## src/rtl/instruction_fetch.sv

```systemverilog
// instruction_fetch
//    Fetch stage between the program counter and the decoder. Issues one
//    outstanding read at a time to instruction memory (req held until ack),
//    tags each returned word with its address and queues it in a small
//    prefetch FIFO read by the decoder over valid/ready.
//
// Ports
//    clock, reset_n            rising-edge clock, synchronous active-low reset
//    enable                    permits new fetches
//    pc_in / pc_step           current PC in; one-cycle strobe when it is consumed
//    flush                     drop all buffered and in-flight words
//    mem_req/mem_addr          read request, held with a stable address until ack
//    mem_ack/mem_rdata         read completion and data
//    instr_valid/instr_ready   decoder handshake on the FIFO head
//    instr_data/instr_pc       head word and its address
//    fetch_err                 sticky memory-timeout flag
//
// state    | meaning
// ---------+------------------------------------------------------------
// ST_IDLE  | no read outstanding; issue when enabled and FIFO has room
// ST_BUSY  | read outstanding, waiting for mem_ack (with timeout)
// ST_ERR   | memory timed out; no more fetches until reset, FIFO drains

module instruction_fetch #(
   parameter int ADDR_WIDTH = 16,
   parameter int DATA_WIDTH = 16,
   parameter int FIFO_DEPTH = 2,
   parameter int MAX_WAIT   = 15
) (
   input  logic                  clock,
   input  logic                  reset_n,
   input  logic                  enable,
   input  logic [ADDR_WIDTH-1:0] pc_in,
   output logic                  pc_step,
   input  logic                  flush,
   output logic                  mem_req,
   output logic [ADDR_WIDTH-1:0] mem_addr,
   input  logic                  mem_ack,
   input  logic [DATA_WIDTH-1:0] mem_rdata,
   output logic                  instr_valid,
   input  logic                  instr_ready,
   output logic [DATA_WIDTH-1:0] instr_data,
   output logic [ADDR_WIDTH-1:0] instr_pc,
   output logic                  fetch_err
);

   localparam int CW = $clog2(FIFO_DEPTH + 1);
   localparam int PW = $clog2(FIFO_DEPTH);
   localparam logic [CW-1:0] DEPTH_C    = CW'(FIFO_DEPTH);
   localparam logic [7:0]    MAX_WAIT_C = 8'(MAX_WAIT);

   typedef enum logic [1:0] {
      ST_IDLE = 2'd0,
      ST_BUSY = 2'd1,
      ST_ERR  = 2'd2
   } state_t;

   state_t                state_q, state_d;
   logic                  mem_req_q, mem_req_d;
   logic [ADDR_WIDTH-1:0] mem_addr_q, mem_addr_d;
   logic                  pc_step_q, pc_step_d;
   logic                  fetch_err_q, fetch_err_d;
   logic                  discard_q, discard_d;
   logic [7:0]            wait_q, wait_d;
   logic [CW-1:0]         count_q, count_d;
   logic [PW-1:0]         wr_ptr_q, wr_ptr_d;
   logic [PW-1:0]         rd_ptr_q, rd_ptr_d;
   logic [DATA_WIDTH-1:0] fifo_data_q [FIFO_DEPTH];
   logic [DATA_WIDTH-1:0] fifo_data_d [FIFO_DEPTH];
   logic [ADDR_WIDTH-1:0] fifo_pc_q   [FIFO_DEPTH];
   logic [ADDR_WIDTH-1:0] fifo_pc_d   [FIFO_DEPTH];
   logic                  push;
   logic                  pop;

   always_comb begin
      state_d     = state_q;
      mem_req_d   = mem_req_q;
      mem_addr_d  = mem_addr_q;
      pc_step_d   = 1'b0;
      fetch_err_d = fetch_err_q;
      discard_d   = discard_q;
      wait_d      = wait_q;
      count_d     = count_q;
      wr_ptr_d    = wr_ptr_q;
      rd_ptr_d    = rd_ptr_q;
      fifo_data_d = fifo_data_q;
      fifo_pc_d   = fifo_pc_q;
      push        = 1'b0;
      pop         = (count_q != '0) && instr_ready && !flush;

      unique case (state_q)
         ST_IDLE: begin
            // count uses the pre-edge value, so a full FIFO being popped
            // this edge still blocks issue; keeps "room on ack" guaranteed.
            if (enable && !flush && (count_q < DEPTH_C)) begin
               state_d    = ST_BUSY;
               mem_req_d  = 1'b1;
               mem_addr_d = pc_in;
               pc_step_d  = 1'b1;
               wait_d     = '0;
            end
         end
         ST_BUSY: begin
            if (mem_ack) begin
               push      = !discard_q && !flush;
               discard_d = 1'b0;
               mem_req_d = 1'b0;
               state_d   = ST_IDLE;
            end else begin
               // A redirect mid-read lets the read finish, then drops it.
               if (flush) begin
                  discard_d = 1'b1;
               end
               wait_d = wait_q + 8'd1;
               if (wait_d == MAX_WAIT_C) begin
                  mem_req_d   = 1'b0;
                  fetch_err_d = 1'b1;
                  state_d     = ST_ERR;
               end
            end
         end
         ST_ERR: begin
         end
         default: begin
            state_d   = ST_IDLE;
            mem_req_d = 1'b0;
         end
      endcase

      if (flush) begin
         count_d  = '0;
         wr_ptr_d = '0;
         rd_ptr_d = '0;
      end else begin
         if (push) begin
            fifo_data_d[wr_ptr_q] = mem_rdata;
            fifo_pc_d[wr_ptr_q]   = mem_addr_q;
            wr_ptr_d              = wr_ptr_q + 1'b1;
         end
         if (pop) begin
            rd_ptr_d = rd_ptr_q + 1'b1;
         end
         if (push && !pop) begin
            count_d = count_q + 1'b1;
         end else if (pop && !push) begin
            count_d = count_q - 1'b1;
         end
      end
   end

   always_ff @(posedge clock) begin
      if (!reset_n) begin
         state_q     <= ST_IDLE;
         mem_req_q   <= 1'b0;
         mem_addr_q  <= '0;
         pc_step_q   <= 1'b0;
         fetch_err_q <= 1'b0;
         discard_q   <= 1'b0;
         wait_q      <= '0;
         count_q     <= '0;
         wr_ptr_q    <= '0;
         rd_ptr_q    <= '0;
         for (int i = 0; i < FIFO_DEPTH; i++) begin
            fifo_data_q[i] <= '0;
            fifo_pc_q[i]   <= '0;
         end
      end else begin
         state_q     <= state_d;
         mem_req_q   <= mem_req_d;
         mem_addr_q  <= mem_addr_d;
         pc_step_q   <= pc_step_d;
         fetch_err_q <= fetch_err_d;
         discard_q   <= discard_d;
         wait_q      <= wait_d;
         count_q     <= count_d;
         wr_ptr_q    <= wr_ptr_d;
         rd_ptr_q    <= rd_ptr_d;
         fifo_data_q <= fifo_data_d;
         fifo_pc_q   <= fifo_pc_d;
      end
   end

   assign mem_req     = mem_req_q;
   assign mem_addr    = mem_addr_q;
   assign pc_step     = pc_step_q;
   assign fetch_err   = fetch_err_q;
   assign instr_valid = (count_q != '0);
   assign instr_data  = fifo_data_q[rd_ptr_q];
   assign instr_pc    = fifo_pc_q[rd_ptr_q];

endmodule
```

## config.mk

```make
export PLATFORM = sky130hd
export DESIGN_NAME = instruction_fetch
export DESIGN_NICKNAME = d
export VERILOG_FILES = /design/src/rtl/instruction_fetch.sv
export SDC_FILE = /design/constraint.sdc
export NUM_CORES = 1
export LEC_CHECK = 0
export CORE_MARGIN = 1
export CORE_UTILIZATION = 50
export CTS_CLUSTER_DIAMETER = 50
export DETAILED_ROUTE_END_ITERATION = 6
export PLACE_DENSITY = 0.82
export SYNTH_ARGS = -nofsm -noshare
export SYNTH_HDL_FRONTEND = slang
export SYNTH_SLANG_ARGS = --single-unit
```

## constraint.sdc

```tcl
create_clock -name clock -period 2.6 [get_ports clock]
set_clock_uncertainty 0.2 [all_clocks]
set_input_delay 0.26 -clock clock [delete_from_list [all_inputs] [get_ports clock]]
set_output_delay 0.26 -clock clock [all_outputs]
set_load 0.03 [all_outputs]
```

==> impl_metrics.toml <==
[clock_network]
clkSinkCount = 97
cts_tree = "yes"
clockRootBuffer = "clkbuf_8"
ctsLongestPathBuffers = 2
cts.reportedPaths.clkPinSlew_ps = 100
cts_made_buffers = 9
clk_latency_ps = 350
cts_htree_levels = 3
cts_repair_resize_count = 0
holdBufCountCts = 0
postcts_setup_bufs = 0

[yosys]
synth-seq-area-share = 0.4893
yosys_warnings = 0
post_synth_instance_area_mm2 = 0.003969
ys_top_cells_by_area = "dfxtp_1, nand2_1, a21oi_1"
synth_area_leader_cell = "dfxtp_1"
syn-instance-count = 488
post_synth.cell_area_avg_um2 = 8.133
synthDominantCellAreaShare = 0.4893
syn_nets = 529
ys_ff_latch = 97
post_synth_num_cell_types = 36

[timing]
normalized_max_slew_margin = 0.5729
final_hold_viol_count = 0
finalCritPeriodShare = 0.9399
fin_crit_ps = 2444
final-max-slew-violation-count = 0
achievable-frequency_mhz = 409.2
timing_worst_slew_pin_value_ps = 639.8
final-setup-viol-count = 0
fin_tns_setup_ps = 0
grt_setup_unrepaired = "no"

[cells_and_area]
final_area_mm2 = 0.005185
final_net_count = 609
sequential_cell_area_in_the_final_layout_mm2 = 0.001942
most-common-layout-cells = "nand2_1, dfxtp_1, a21oi_1"
mostFrequentLayoutCell = "nand2_1"
final_util = 0.6745
antenna_cells_inserted = 0
final.fill_count = 655
multiInputGateArea_mm2 = 0.001897
share_of_post_route_cells_with_drive_strength_above_1 = 0.1134
syn_to_final_growth_pct = 30.64

[detailed_routing]
average_via_count_per_standard_cell = 5.354
detail_route.drc_violations = 0
drt_first_pass_iters = 5
route.antenna.remaining_nets = 0
routed_wire_length_per_instance_um = 14.33
detail_route.wirelength_mm = 9.672
vias = 3614
detailedRoute.firstIterationViolations = 144

[worst_hold_path]
min_path_type = "input pin to flop"
min_delay_path_depth = 3

[setup_path]
arrival_ps = 1980
timing.critical_path.fanout_max = 32
crit_path_start_kind = "flop"
worst-setup-path-type = "flop to primary output"
crit_required_ps = 2140
reg2regPathDepth = 5
cp_endpoint_kind = "primary output"

[placement]
place.port_buffers = 89
post_detailed_placement_half_perimeter_wirelength_mm = 6.410
place_area_mm2 = 0.004990
gp_routability_congestion = 0.8539

[global_routing]
grt_antenna_before_repair = 0
largest_net_degree_at_the_start_of_global_routing = 34
number_of_global_route_vias_before_repair = 3492
gr-total-overflow = 0
grt_first_pass_wirelength_mm = 16.08
grt_use_total = 0.2416

[floorplanning]
ios = 90
die_width_um = 91.10
die_h_um = 91.10
die-area_mm2 = 0.008298
core-area_mm2 = 0.007687
placementRows = 32
initial_core_util = 0.5163

[power]
pwr_cell_area_mw_per_mm2 = 528.0
static-leakage-power_nw = 1.789
totalPowerFinal_mw = 2.738
ir_drop_uv = 362.0

[job]
maxcap_viol_count = 0

[status]
run_status = "finished clean"
[metal layers]
metal / global-route usage / up-vias / share of wire
met4: 0.1151 / 0 / 0.023
met5: 0 / - / 0
li1: - / 1785 / -
met3: 0.03769 / 19 / 0.047
met1: 0.2998 / 1703 / 0.45
met2: 0.4097 / 107 / 0.48
[power by group]
part	switching [mW]	total, mW	leakage [nW]	internal, mW
combinational	0.128	0.241	0.913	0.113
clock	0.522	0.971	0.0929	0.449
sequential	0.0208	1.53	0.784	1.50
[cell usage after synthesis]
cell      instances
nor4_1            1
nor4_2            1
nand2b_1          1
buf_2             9
nor2_1           10
a31oi_1           2
or2_1             1
mux2_2           32
clkbuf_1         23
inv_1             1
nand2_1         169
or3b_1            1
or3_1             4
or4_4             1
or2_2             2
xor2_1            6
nand3b_1          4
o311a_1           1
dfxtp_1          97
o31ai_1           2
a211oi_1          2
nor2b_1           1
inv_2             1
nor3b_1           1
a21oi_1          89
nor3_1            3
ha_1              3
o21ai_0           4
and2_1            3
o21ai_1           3
o31a_1            1
nand3_1           4
nor4b_1           1
and3_1            2
o21a_1            1
xnor2_1           1
[logic make-up (layout without fill, tap and decap cells)]
family | Yosys count | count (layout) | synth area share
AND/OR/NAND/NOR | 210 | 210 | 0.2216
multiplexers | 32 | 32 | 0.09080
flip-flops | 97 | 97 | 0.4893
buffers and inverters | 34 | 119 | 0.03499
adder cells (fa/ha/maj) | 3 | 3 | 0.009459
XOR/XNOR | 7 | 7 | 0.01545
AO/OA/AOI/OAI | 105 | 105 | 0.1384
[per-stage QoR]
| step | hold slack [ps] | instances | setup slack (ps) |
|---|---|---|---|
| 4_1_cts | 238.4 | 675 | 145.4 |
| 3_5_place_dp | 245.3 | 659 | 153.4 |
| 5_1_grt | 255.1 | 675 | 105.1 |
| 6_report | 241.8 | 675 | 156.3 |
| 2_1_floorplan | 156.6 | 488 | 637.6 |
| 3_3_place_gp | 238.2 | 659 | 228.9 |
[layout make-up]
class,instances,share of cell area
Clock buffer,10,0.02461
Clock inverter,6,0.01303
Timing Repair Buffer,101,0.1959
Sequential cell,97,0.3745
Inverter,2,0.001448
Multi-Input combinational cell,357,0.3658
Tap cell,102,0.02461
[worst paths after layout]
| path | end | start | slack, ps |
|---|---|---|---|
| worst max-delay path | instr_pc[3] | rd_ptr_q$_SDFFE_PP0P_ | 160 |
| worst min-delay path | mem_addr[10]$_SDFFE_PN0P_ | pc_in[10] | 240 |
| worst max register to register | state_q[0]$_SDFFE_PN0P_ | wait_q[0]$_SDFFE_PN0P_ | 500 |
| worst min register to register | fifo_data_q[18]$_SDFFE_PN0P_ | fifo_data_q[18]$_SDFFE_PN0P_ | 250 |
[registers in the layout (all words and copies together) (netlist names), 2 cells and up]
register     count
fifo_data_q     32
fifo_pc_q       32
mem_addr        16
wait_q           8
count_q          2
state_q          2
[critical path, stage by stage (launching register included)]
cell             delay (ps)
dfxtp_1                 400
buf_12                  220
mux2_2                  380
clkdlybuf4s50_1         600
Power figures use the tool's default switching activity.
==> RTL edit 1 (same settings) <==
Take the reset off `mem_addr_q` and load it in a clocked block of its own.
--- a/src/rtl/instruction_fetch.sv
+++ b/src/rtl/instruction_fetch.sv
@@ -153,5 +153,4 @@
          state_q     <= ST_IDLE;
          mem_req_q   <= 1'b0;
-         mem_addr_q  <= '0;
          pc_step_q   <= 1'b0;
          fetch_err_q <= 1'b0;
@@ -168,5 +167,4 @@
          state_q     <= state_d;
          mem_req_q   <= mem_req_d;
-         mem_addr_q  <= mem_addr_d;
          pc_step_q   <= pc_step_d;
          fetch_err_q <= fetch_err_d;
@@ -181,4 +179,8 @@
    end
 
+   always_ff @(posedge clock) begin
+      mem_addr_q <= mem_addr_d;
+   end
+
    assign mem_req     = mem_req_q;
    assign mem_addr    = mem_addr_q;
Behaviour: not the same (Yosys sat finds a counterexample within 4 cycles, from zero or initial values and one cycle with reset_n low).
==> RTL edit 1 against the original RTL <==
Combinational power down 2%; power up 6.9%; worst setup slack worse by 0.042 ns; routed wire length down 4.9%; global-route usage down 1.9 points; sequential cell count unchanged; sequential share of layout area up 1.7 points; critical path type unchanged; synthesized area up 4.4%; final area up 3.7%; worst hold slack worse by 0.070 ns.
==> RTL edit 1: results (changes against the original RTL) <==
[global_routing]
grt_pass1_vias=3177  ; -9.0%
track_usage_pct=22.2  ; -1.9 points
met3_usage_pct=4.47  ; +0.70 points
met1_usage_pct=28.9  ; -1.1 points
grt_pass1_wl_mm=15.2  ; -5.6%
met2_usage_pct=36.9  ; -4.0 points

[worst_hold_path]
min_from=reset_n

[setup_path]
critPathMaxStageDelay_ns=0.62  ; +0.02 ns
path_max_fanout=25  ; -22%
r2r-start=state_q[0]$_SDFFE_PN0P_
cp.arrival_ns=2.03  ; +0.05 ns
critPathLaunch=rd_ptr_q$_SDFFE_PP0P_

[logic_synthesis]
ys.warnings.count=0  ; unchanged
ys_types=41  ; +14%
synth_xor_xnor_area_share_pct=1.06  ; -0.49 points
synth_compound_area_share_pct=15.4  ; +1.6 points
syn-num-nets=480  ; -9.3%
synth_area_leaders=dfxtp_1 39%, nand2_1 12%, edfxtp_1 12%
muxShareOfSynthArea_pct=9.18  ; +0.099 points
ys_seq_area_share_pct=50.7  ; +1.8 points
synthCells=439  ; -10%
synth_adder_area_share_pct=0.906  ; -0.040 points

[pwr]
switching_share_pct=22.3  ; -2.3 points
ir_drop_mv=0.314  ; -13%
p_leak_nw=1.87  ; +4.5%
p_seq_mw=1.57  ; +3%
pwr-share-comb_pct=8.1  ; -0.7 points
p_sw_mw=0.652  ; -2.9%

[place]
placed_cell_area_um2=5140  ; +3.0%
post-place-ws_ns=0.267  ; +0.113 ns
place_inst=614  ; -6.8%
place.gp.congestion=0.807  ; -5.5%
hpwlAfterDp_mm=6.18  ; -3.6%

[final_layout]
nets=564  ; -7.4%
num_antenna_cells=0  ; unchanged
drive_gt1_share_pct=12.9  ; +1.5 points
fillers=635  ; -3.1%

[routing]
first_pass_iters=4  ; -1
drt-total-wl_mm=9.20  ; -4.9%
wire_per_inst_um=14.6  ; +1.9%
met3_length_um=368  ; -18%
drtIter0Drc=117  ; -19%
vias=3308  ; -8.5%

[clock_tree]
path_clk_slew_ns=0.08  ; -0.02 ns

[status]
status=finished, final reports clean

## RTL edit 1: cell types whose count changed in the layout (fill, tap and decap cells not counted), sizes merged, moves of 3 or more
cell    unedited run  this run
nand2b             1         4
edfxtp             0        16
a21oi             89         6
nand2            169       136
or3                4         1
a21boi             0        66
dfxtp             97        81
## RTL edit 1: worst paths after layout
kind	cells past startpoint	endpoint	slack, ns
max	3	instr_pc[1]	0.11
min	3	discard_q$_SDFFE_PN0P_	0.17
max reg2reg	5	count_q[1]$_SDFFE_PP0P_	0.50
min reg2reg	2	fifo_pc_q[11]$_SDFFE_PN0P_	0.26
## RTL edit 1: tightest hold or removal path: cells and delay by family
kind	cells	cell delay [ns]
simple gates	2	0.16
buf+inv	1	0.26
## RTL edit 1: area by class of cell
class	instances	area (um2)	share of cell area, %
Sequential cell	97	2100	39.1
Timing Repair Buffer	101	976	18.2
Inverter	2	7.51	0.140
Multi-Input combinational cell	312	1930	35.8
Clock inverter	5	83.8	1.56
Clock buffer	11	153	2.84
Tap cell	102	128	2.37
==> RTL edit 2 (same settings) <==
Made on the original files. The parameter `ADDR_WIDTH` goes from 16 to 15.
--- a/src/rtl/instruction_fetch.sv
+++ b/src/rtl/instruction_fetch.sv
@@ -23,5 +23,5 @@
 
 module instruction_fetch #(
-   parameter int ADDR_WIDTH = 16,
+   parameter int ADDR_WIDTH = 15,
    parameter int DATA_WIDTH = 16,
    parameter int FIFO_DEPTH = 2,
Ports: changed (resized instr_pc, mem_addr and pc_in); port bits go from 90 to 87. No check against the original RTL was run, so the function may have changed too.
==> RTL edit 2 against the original RTL <==
Routed wire length is 4.4% lower; via count decreased by 3.5%; final area down 2.5%; power is 2.9% lower; synthesized area is 2.8% lower; global-route usage shrank 0.80 points; die area decreased by 2.7%; cell count shrank 2.7%; worst setup slack worse by 0.059 ns; critical path depth is the same; largest cell class unchanged; fmax fell by 2.4%; count of clock-buffer cells in the layout rose by 1; sequential cell count is 3 lower.
==> RTL edit 2: results (changes against the original RTL) <==
[pwr]
p_leak_nw=1.78  ; -0.60%
ir_drop_mv=0.319  ; -12%

[setup_path]
path_max_fanout=26  ; -19%
cp.arrival_ns=2.04  ; +0.06 ns
r2r-start=state_q[1]$_SDFFE_PN0P_
r2r-end=count_q[1]$_SDFFE_PP0P_

[routing]
viasPerCell=5.31  ; -0.81%
wire_per_inst_um=14.1  ; -1.8%
first_pass_iters=6  ; +1
met3_length_um=608  ; +35%
met1Wirelength_mm=3.98  ; -8.8%

[logic_synthesis]
synthTopCellsByCount=163 x nand2_1, 94 x dfxtp_1, 86 x a21oi_1, 27 x mux2_1, 19 x clkbuf_1
synth_area_leaders=dfxtp_1 49%, nand2_1 16%, a21oi_1 11%
synth.avg_cell_area_um2=8.16  ; +0.28%
ys_seq_area_share_pct=48.8  ; -0.14 points

[worst_hold_path]
min_from=fifo_data_q[29]$_SDFFE_PN0P_
holdCritPathClass=register to register

[global_routing]
grt_max_degree=86  ; +150%
grt_pass1_vias=3296  ; -5.6%
met1_usage_pct=29.7  ; -0.32 points
track_usage_pct=23.4  ; -0.80 points
met2_usage_pct=40.8  ; -0.14 points

[sta]
worst_pin_slew_ns=0.508  ; -0.131 ns
whs_ns=0.254  ; +0.0122 ns

[status]
status=finished, final reports clean

[place]
place.gp.congestion=0.829  ; -2.9%
place_inst=641  ; -2.7%
post-place-ws_ns=0.131  ; -0.0223 ns
io_buffers=86  ; -3.4%

[final_layout]
nets=593  ; -2.6%

-- RTL edit 2: worst reg2reg max path, stage by stage, from the launching register on --
cell	delay [ns]
dfxtp_1	0.38
or2_1	0.29
nor3_1	0.35
ha_1	0.33
or3_1	0.35
a21oi_1	0.14
-- RTL edit 2: worst max path at each step --
stage / startpoint / to / slack, ns / cells after the start
6_report: rd_ptr_q$_SDFFE_PP0P_ / instr_pc[3] / 0.1 / 3
5_1_grt: rd_ptr_q$_SDFFE_PP0P_ / instr_pc[3] / 0.06 / 3
4_1_cts: rd_ptr_q$_SDFFE_PP0P_ / instr_pc[3] / 0.09 / 3
3_5_place_dp: flush / count_q[1]$_SDFFE_PP0P_ / 0.13 / 6
3_3_place_gp: flush / count_q[1]$_SDFFE_PP0P_ / 0.21 / 6
2_1_floorplan: count_q[0]$_SDFFE_PP0P_ / count_q[1]$_SDFFE_PP0P_ / 0.64 / 6
-- RTL edit 2: cell type report --
class	count	area (um2)
inverters	2	7.51
flip-flops and latches	94	1880
multi-input cells	347	1850
clock inverters	5	58.8
repair buffers	99	996
clock buffers	11	131
well taps	99	124
fillers	588	2310
-- RTL edit 2: report_power, final --
group	internal [mW]	switching, mW	total (mW)
Combinational	0.109	0.124	0.234
Sequential	1.46	0.0184	1.48
Clock	0.448	0.501	0.949
Total	2.01	0.644	2.66
-- RTL edit 2: logic make-up (layout without fill, tap and decap cells) --
logic type	Yosys count	after routing	synth area share, %
adder cells (fa/ha/maj)	3	3	0.973
multiplexers	31	31	9.05
AND/OR/NAND/NOR	204	204	22.4
AO/OA/AOI/OAI	102	102	13.8
buffers and inverters	32	117	3.37
flip-flops	94	94	48.8
XOR/XNOR	7	7	1.59
